`src/rtl/mips_debug_unit.sv`:
```
// Host debug controller for the MIPS core: byte-stream commands load instruction memory,
// run or single-step the pipeline, then stream back the PC and all 32 GPRs.
module mips_debug_unit #(
  parameter int IMEM_ADDR_W = 8
) (
  input  logic                   clk,
  input  logic                   reset,
  input  logic [7:0]             i_rx_data,
  input  logic                   i_rx_valid,
  output logic [7:0]             o_tx_data,
  output logic                   o_tx_valid,
  input  logic                   i_tx_ready,
  output logic                   o_imem_we,
  output logic [IMEM_ADDR_W-1:0] o_imem_addr,
  output logic [31:0]            o_imem_wdata,
  output logic                   o_cpu_reset,
  output logic                   o_cpu_enable,
  input  logic                   i_halt,
  input  logic [31:0]            i_pc,
  output logic [4:0]             o_reg_addr,
  input  logic [31:0]            i_reg_data,
  output logic                   o_busy
);

  localparam logic [7:0] CMD_LOAD  = 8'h4C;
  localparam logic [7:0] CMD_RUN   = 8'h52;
  localparam logic [7:0] CMD_STEP  = 8'h53;
  localparam logic [7:0] ACK_BYTE  = 8'h06;
  localparam logic [7:0] DUMP_LAST = 8'd131;
  localparam logic [IMEM_ADDR_W-1:0] ADDR_ONE = 1;

  typedef enum logic [3:0] {
    IDLE, LD_CNT0, LD_CNT1, LD_DATA, LD_WR, RUN, STEP, DUMP_RD, DUMP_TX, ACK
  } state_t;

  state_t                 state_reg, state_next;
  logic [15:0]            word_cnt_reg;
  logic [IMEM_ADDR_W-1:0] addr_reg;
  logic [1:0]             byte_idx_reg;
  logic [31:0]            data_sr_reg;
  logic [7:0]             dump_cnt_reg;
  logic                   rd_phase_reg;
  logic [31:0]            tx_word_reg;
  logic                   cpu_reset_reg;

  assign o_imem_addr  = addr_reg;
  assign o_imem_wdata = data_sr_reg;
  assign o_cpu_reset  = cpu_reset_reg;
  assign o_busy       = (state_reg != IDLE);

  always_comb begin
    state_next   = state_reg;
    o_cpu_enable = 1'b0;
    o_tx_valid   = 1'b0;
    o_tx_data    = 8'h00;
    o_imem_we    = 1'b0;
    o_reg_addr   = 5'd0;
    case (state_reg)
      IDLE: begin
        if (i_rx_valid) begin
          if (i_rx_data == CMD_LOAD)      state_next = LD_CNT0;
          else if (i_rx_data == CMD_RUN)  state_next = RUN;
          else if (i_rx_data == CMD_STEP) state_next = STEP;
        end
      end
      LD_CNT0: if (i_rx_valid) state_next = LD_CNT1;
      LD_CNT1: begin
        if (i_rx_valid)
          state_next = ({i_rx_data, word_cnt_reg[7:0]} == 16'd0) ? ACK : LD_DATA;
      end
      LD_DATA: if (i_rx_valid && byte_idx_reg == 2'd3) state_next = LD_WR;
      LD_WR: begin
        o_imem_we  = 1'b1;
        state_next = (word_cnt_reg == 16'd1) ? ACK : LD_DATA;
      end
      // Halt gates enable combinationally so the core never advances past it.
      RUN: begin
        o_cpu_enable = ~i_halt;
        if (i_halt) state_next = DUMP_RD;
      end
      STEP: begin
        o_cpu_enable = ~i_halt;
        state_next   = DUMP_RD;
      end
      DUMP_RD: begin
        if (dump_cnt_reg[7:2] == 6'd0) begin
          state_next = DUMP_TX;
        end else begin
          // Word k of the dump is GPR k-1; word 32 wraps to address 31.
          o_reg_addr = dump_cnt_reg[6:2] - 5'd1;
          if (rd_phase_reg) state_next = DUMP_TX;
        end
      end
      DUMP_TX: begin
        o_tx_valid = 1'b1;
        o_tx_data  = tx_word_reg[7:0];
        if (i_tx_ready) begin
          if (dump_cnt_reg == DUMP_LAST)     state_next = IDLE;
          else if (dump_cnt_reg[1:0] == 2'd3) state_next = DUMP_RD;
        end
      end
      ACK: begin
        o_tx_valid = 1'b1;
        o_tx_data  = ACK_BYTE;
        if (i_tx_ready) state_next = IDLE;
      end
      default: state_next = IDLE;
    endcase
  end

  always_ff @(posedge clk or negedge reset) begin
    if (!reset) begin
      state_reg     <= IDLE;
      word_cnt_reg  <= 16'd0;
      addr_reg      <= '0;
      byte_idx_reg  <= 2'd0;
      data_sr_reg   <= 32'd0;
      dump_cnt_reg  <= 8'd0;
      rd_phase_reg  <= 1'b0;
      tx_word_reg   <= 32'd0;
      cpu_reset_reg <= 1'b1;
    end else begin
      state_reg <= state_next;
      case (state_reg)
        IDLE: begin
          if (i_rx_valid) begin
            if (i_rx_data == CMD_LOAD) begin
              cpu_reset_reg <= 1'b1;
              addr_reg      <= '0;
            end else if (i_rx_data == CMD_RUN || i_rx_data == CMD_STEP) begin
              cpu_reset_reg <= 1'b0;
            end
          end
        end
        LD_CNT0: if (i_rx_valid) word_cnt_reg[7:0] <= i_rx_data;
        LD_CNT1: begin
          if (i_rx_valid) begin
            word_cnt_reg[15:8] <= i_rx_data;
            byte_idx_reg       <= 2'd0;
          end
        end
        // Shifting in from the top leaves the first (LSB) byte at [7:0] after four bytes.
        LD_DATA: begin
          if (i_rx_valid) begin
            data_sr_reg  <= {i_rx_data, data_sr_reg[31:8]};
            byte_idx_reg <= byte_idx_reg + 2'd1;
          end
        end
        LD_WR: begin
          addr_reg     <= addr_reg + ADDR_ONE;
          word_cnt_reg <= word_cnt_reg - 16'd1;
          if (i_rx_valid && word_cnt_reg != 16'd1) begin
            data_sr_reg  <= {i_rx_data, data_sr_reg[31:8]};
            byte_idx_reg <= 2'd1;
          end
        end
        RUN, STEP: begin
          dump_cnt_reg <= 8'd0;
          rd_phase_reg <= 1'b0;
        end
        DUMP_RD: begin
          if (dump_cnt_reg[7:2] == 6'd0) begin
            tx_word_reg <= i_pc;
          end else if (!rd_phase_reg) begin
            rd_phase_reg <= 1'b1;
          end else begin
            rd_phase_reg <= 1'b0;
            tx_word_reg  <= i_reg_data;
          end
        end
        DUMP_TX: begin
          if (i_tx_ready) begin
            tx_word_reg  <= {8'h00, tx_word_reg[31:8]};
            dump_cnt_reg <= dump_cnt_reg + 8'd1;
          end
        end
        default: ;
      endcase
    end
  end

endmodule

```
`config.mk`:
```
export PLATFORM = sky130hd
export DESIGN_NAME = mips_debug_unit
export DESIGN_NICKNAME = d
export VERILOG_FILES = /design/src/rtl/mips_debug_unit.sv
export SDC_FILE = /design/constraint.sdc
export NUM_CORES = 1
export LEC_CHECK = 0
export ABC_AREA = 1
export BUFFER_PORTS_ARGS = -buffer_cell sky130_fd_sc_hd__buf_2
export CAP_MARGIN = 30
export CORE_MARGIN = 2
export CORE_UTILIZATION = 55
export CTS_CLUSTER_DIAMETER = 200
export CTS_CLUSTER_SIZE = 40
export DETAILED_ROUTE_END_ITERATION = 8
export GPL_TIMING_DRIVEN = 1
export PLACE_DENSITY = 0.81
export SLEW_MARGIN = 10
export SYNTH_ARGS = -nofsm -noshare
export SYNTH_HDL_FRONTEND = slang
export SYNTH_SLANG_ARGS = --single-unit
```
`constraint.sdc`:
```
create_clock -name clk -period 5.1 [get_ports clk]
set_clock_uncertainty 0.05 [all_clocks]
set_input_delay 0.255 -clock clk [delete_from_list [all_inputs] [get_ports clk]]
set_output_delay 0.255 -clock clk [all_outputs]
set_load 0.1 [all_outputs]
```
==> summary by stage <==
Cells and area
The net count of the finished layout is 1026. The most common cell after layout, fill and taps aside is nand2_1. The cell area after layout is 0.00690 mm2. In the final layout, flip-flops and latches occupy between 0.002 and 0.003 mm2. In the layout the commonest cells are nand2_1, buf_2, nor2_1, dfrtp_1, inv_1. Once layout is complete, the cells apart from fillers number between 1k and 1.5k. Fill cells in the final layout number 1021.

The area overhead of the layout relative to synthesis is 15.5%. In the final layout, the share of cells above drive strength 1 is 0.197. Summing all multi-input logic gate instances after layout gives around 0.0029 mm2. Once layout is complete, the utilization of the core stands at 0.645. The repair_antennas step left the layout with diodes totalling 0.

Floorplanning
In this run the core area contains 38 standard-cell rows. The floorplan step set the die width to around 110 um. For this configuration, the core starts out at a cell density of 0.559. During I/O placement, the number of pins put on the boundary was roughly 140. The die outline area is about 0.012 mm2. In this run the standard cell core region covers approximately 0.011 mm2. The vertical die dimension is 108 um.

Global route
The initial antenna violation count came to 0. The maximum number of pins on one net before global-route repair is 63. The global-route total usage across every layer is 0.257. The number of global-route vias before repair came to around 5.2k.

The wire length of the first global-routing pass is ~24000 um. The aggregate global routing overflow is 0.

Yosys
Counting flops and latches in the post-synthesis netlist gives 104. The number of nets handed over by synthesis was between 900 and 1k. After synthesis the cells add up to 0.00598 mm2. The sequential area share after synthesis is 0.436. The library cell with the largest summed area after synthesis is dfrtp_1. The netlist uses 35 different library cells.

The Yosys step of the flow raised 0 warnings. In the synthesized netlist, the number of instances is between 800 and 900. The area share of the largest cell type after synthesis is 0.431. A synthesized cell averages between 7 and 8 um2.

Sorting the synthesized cells by area gives the leading types as dfrtp_1, nand2_1, nor2_1.

Power and ir drop
The net switching power is 2.62 mW. The internal power is 1.95 mW. VDD sags by at most a little under 0.0006 V. The portion of total power attributed to the clock network is 0.124. In this run the power density over the cells is around 660 mW/mm2. The part of the total power dissipated in combinational logic is 0.565.

Summing internal, switching and leakage power gives 4.57 mW. Summed over all cells, the static leakage comes to 3.71 nW. The share of total power dissipated in sequential elements is 0.311. The switching portion of total power is 0.573.

STA
In the finished design, the share of the clock period the worst path needs comes to 0.746. Setup violations remaining at the end of the flow were counted as 0. The total count of hold-check failures in the final report is 0. Hold is met by between 0.1 and 0.15 ns. The final critical path time including I/O delays and setup is 3.80 ns. Timing would allow up to 0.263 GHz. The total negative setup slack is 0 ns. The actual transition at the worst max-transition pin is just under 0.9 ns. The max-slew violation count is 0. The minimum setup slack in the final design is ~1.3 ns.

The worst slew margin relative to its limit is 0.411. Setup repair after global routing left no endpoint under its margin.

Routing
Detailed routing inserted a total of 5849 vias. The DRC violation total after the first TritonRoute iteration is roughly 460. The count of antenna-violating nets left after detailed routing is 0. The per-cell via count in the routed design is roughly 5.4. After detailed routing, the total wire length is 14800 um. The first detailed-routing pass ran for 5 iterations. After detailed routing, the number of remaining DRC violations is 0. Dividing the detail-routed wire length by the instance count gives approximately 14 um.

Clock tree
For this design, the sink count on the clock tree is ~100. In this run the deepest clock path goes through 2 buffers. TritonCTS built the clock tree. The number of gates resized after CTS was 0. The root cell of the clock tree is clkbuf_8.

The later-pin clock latency in the skew report is approximately 0.38 ns. The H-tree level count is 3. The number of CTS-inserted buffers is 9. After clock tree synthesis, the clock-pin slew on the worst setup and hold paths is between 0.1 and 0.15 ns.

Worst setup path
The slowest stage of the critical path belongs to the cell nor2_4. Data arrives at the worst endpoint at about 4.1 ns. The logic depth of the worst register-to-register path is 10.

The worst endpoint required time is 5.36 ns. The endpoint type of the worst setup path is a flip-flop. The critical path is of the flip-flop to flip-flop type. The critical path goes through inv_1, ha_1, nand2_2, nor2_4, nand2_2, nand3b_2, o21ai_2, nor2_4, nand2_1, o21ai_1. The highest cell delay on the worst timing path is 0.78 ns. STA classifies the critical path startpoint as a flip-flop. In this run the worst path has a maximum fanout of 40.

Placement
The count of port buffers added during placement is 134. The congestion estimate from routability-driven global placement came to between 0.8 and 0.9. Once placement finished, the instance area stood at around 0.0067 mm2. The worst setup slack before clock tree synthesis is between 1 and 1.5 ns. The cell count after placement is between 1k and 1.5k. Once detailed placement completed, the half-perimeter wirelength came to between 10000 and 15000 um.

Worst hold path
The path class of the tightest hold or removal check is input port to flip-flop. The depth of the worst hold-timing path is 3.

Status
The flow ran to the end, and the final reports show no timing, DRC or antenna violations.

Run
Across the run, the number of max-cap violations was 0.
[layer usage]
layer	GRT usage	wire length (um)	part of all wire	vias up
li1	-	-	-	2920
met1	0.371	6910	0.47	2715
met2	0.404	6750	0.46	192
met3	0.0428	880	0.059	22
met4	0.0668	245	0.017	0
met5	0	0	0	-
[synthesized netlist by cell type]
library cell	n
a21oi_1	26
o221ai_1	1
nand3b_2	1
nand2_1	244
o31ai_1	1
nand3_1	66
dfrtp_1	103
buf_1	4
and3_1	1
nor2_1	104
o2111ai_1	1
nand4_1	10
o21ai_1	16
inv_2	5
dfstp_2	1
buf_2	10
nand2_4	1
buf_6	5
nor2_2	4
nor2_4	3
inv_1	70
or2_2	1
nor3_1	1
clkbuf_1	15
o21ai_2	1
o211ai_1	12
o21ai_0	61
buf_4	3
nand3b_1	2
nand2_2	7
ha_1	7
a31oi_1	24
a21oi_2	8
xnor2_1	3
xor2_1	7
[final timing paths]
check                      slack, ns                   startpoint                           end
hold reg to reg                 0.43  o_imem_wdata[6]$_DFFE_PN0P_   o_imem_wdata[6]$_DFFE_PN0P_
max in group asynchronous       3.48                        reset    o_imem_addr[1]$_DFFE_PN0P_
hold / removal                  0.14                 i_rx_data[6]  o_imem_wdata[30]$_DFFE_PN0P_
setup / recovery                1.30  dump_cnt_reg[2]$_DFFE_PN0P_    tx_word_reg[2]$_DFFE_PN0P_
min in group asynchronous       0.34                        reset   word_cnt_reg[5]$_DFFE_PN0P_
setup reg to reg                1.30  dump_cnt_reg[2]$_DFFE_PN0P_    tx_word_reg[2]$_DFFE_PN0P_
[critical path: cells and delay by family, from the launching register on]
kind / cells / cell delay, ns
fa+ha+maj: 1 / 0.18
compound gates: 2 / 0.40
buf+inv: 1 / 0.10
flops: 1 / 0.45
simple gates: 6 / 2.56
[logic make-up after synthesis]
kind of cell / after synthesis / synth area share
AND/OR/NAND/NOR: 445 / 0.311
AO/OA/AOI/OAI: 151 / 0.144
buffers and inverters: 112 / 0.0806
flip-flops: 104 / 0.436
XOR/XNOR: 10 / 0.0147
adder cells (fa/ha/maj): 7 / 0.0147
[area by class of cell]
cell class                 count  area share
clock buffer                   9      0.0179
clock inverter                 7      0.0141
inverter                      75      0.0408
multi-input combinational    613       0.419
sequential                   104       0.377
tap                          140      0.0254
timing repair buffer         139       0.105
[power by group through the flow]
| stage | logic [mW] | clock network, mW | registers, mW |
|---|---|---|---|
| final | 2.58 | 0.565 | 1.42 |
| after global routing | 2.79 | 0.605 | 1.47 |
| after CTS | 2.58 | 0.575 | 1.42 |
| after detailed placement | 2.57 | 0 | 1.44 |
| after global placement | 2.53 | 0 | 1.42 |
| after floorplan | 1.13 | 0 | 2.41 |
[repair_timing]
action,CTS,global route
buffers inserted,0,0
endpoints found under the hold margin,42,0
hold buffers,1,0
(Power assumes the default switching activity.)
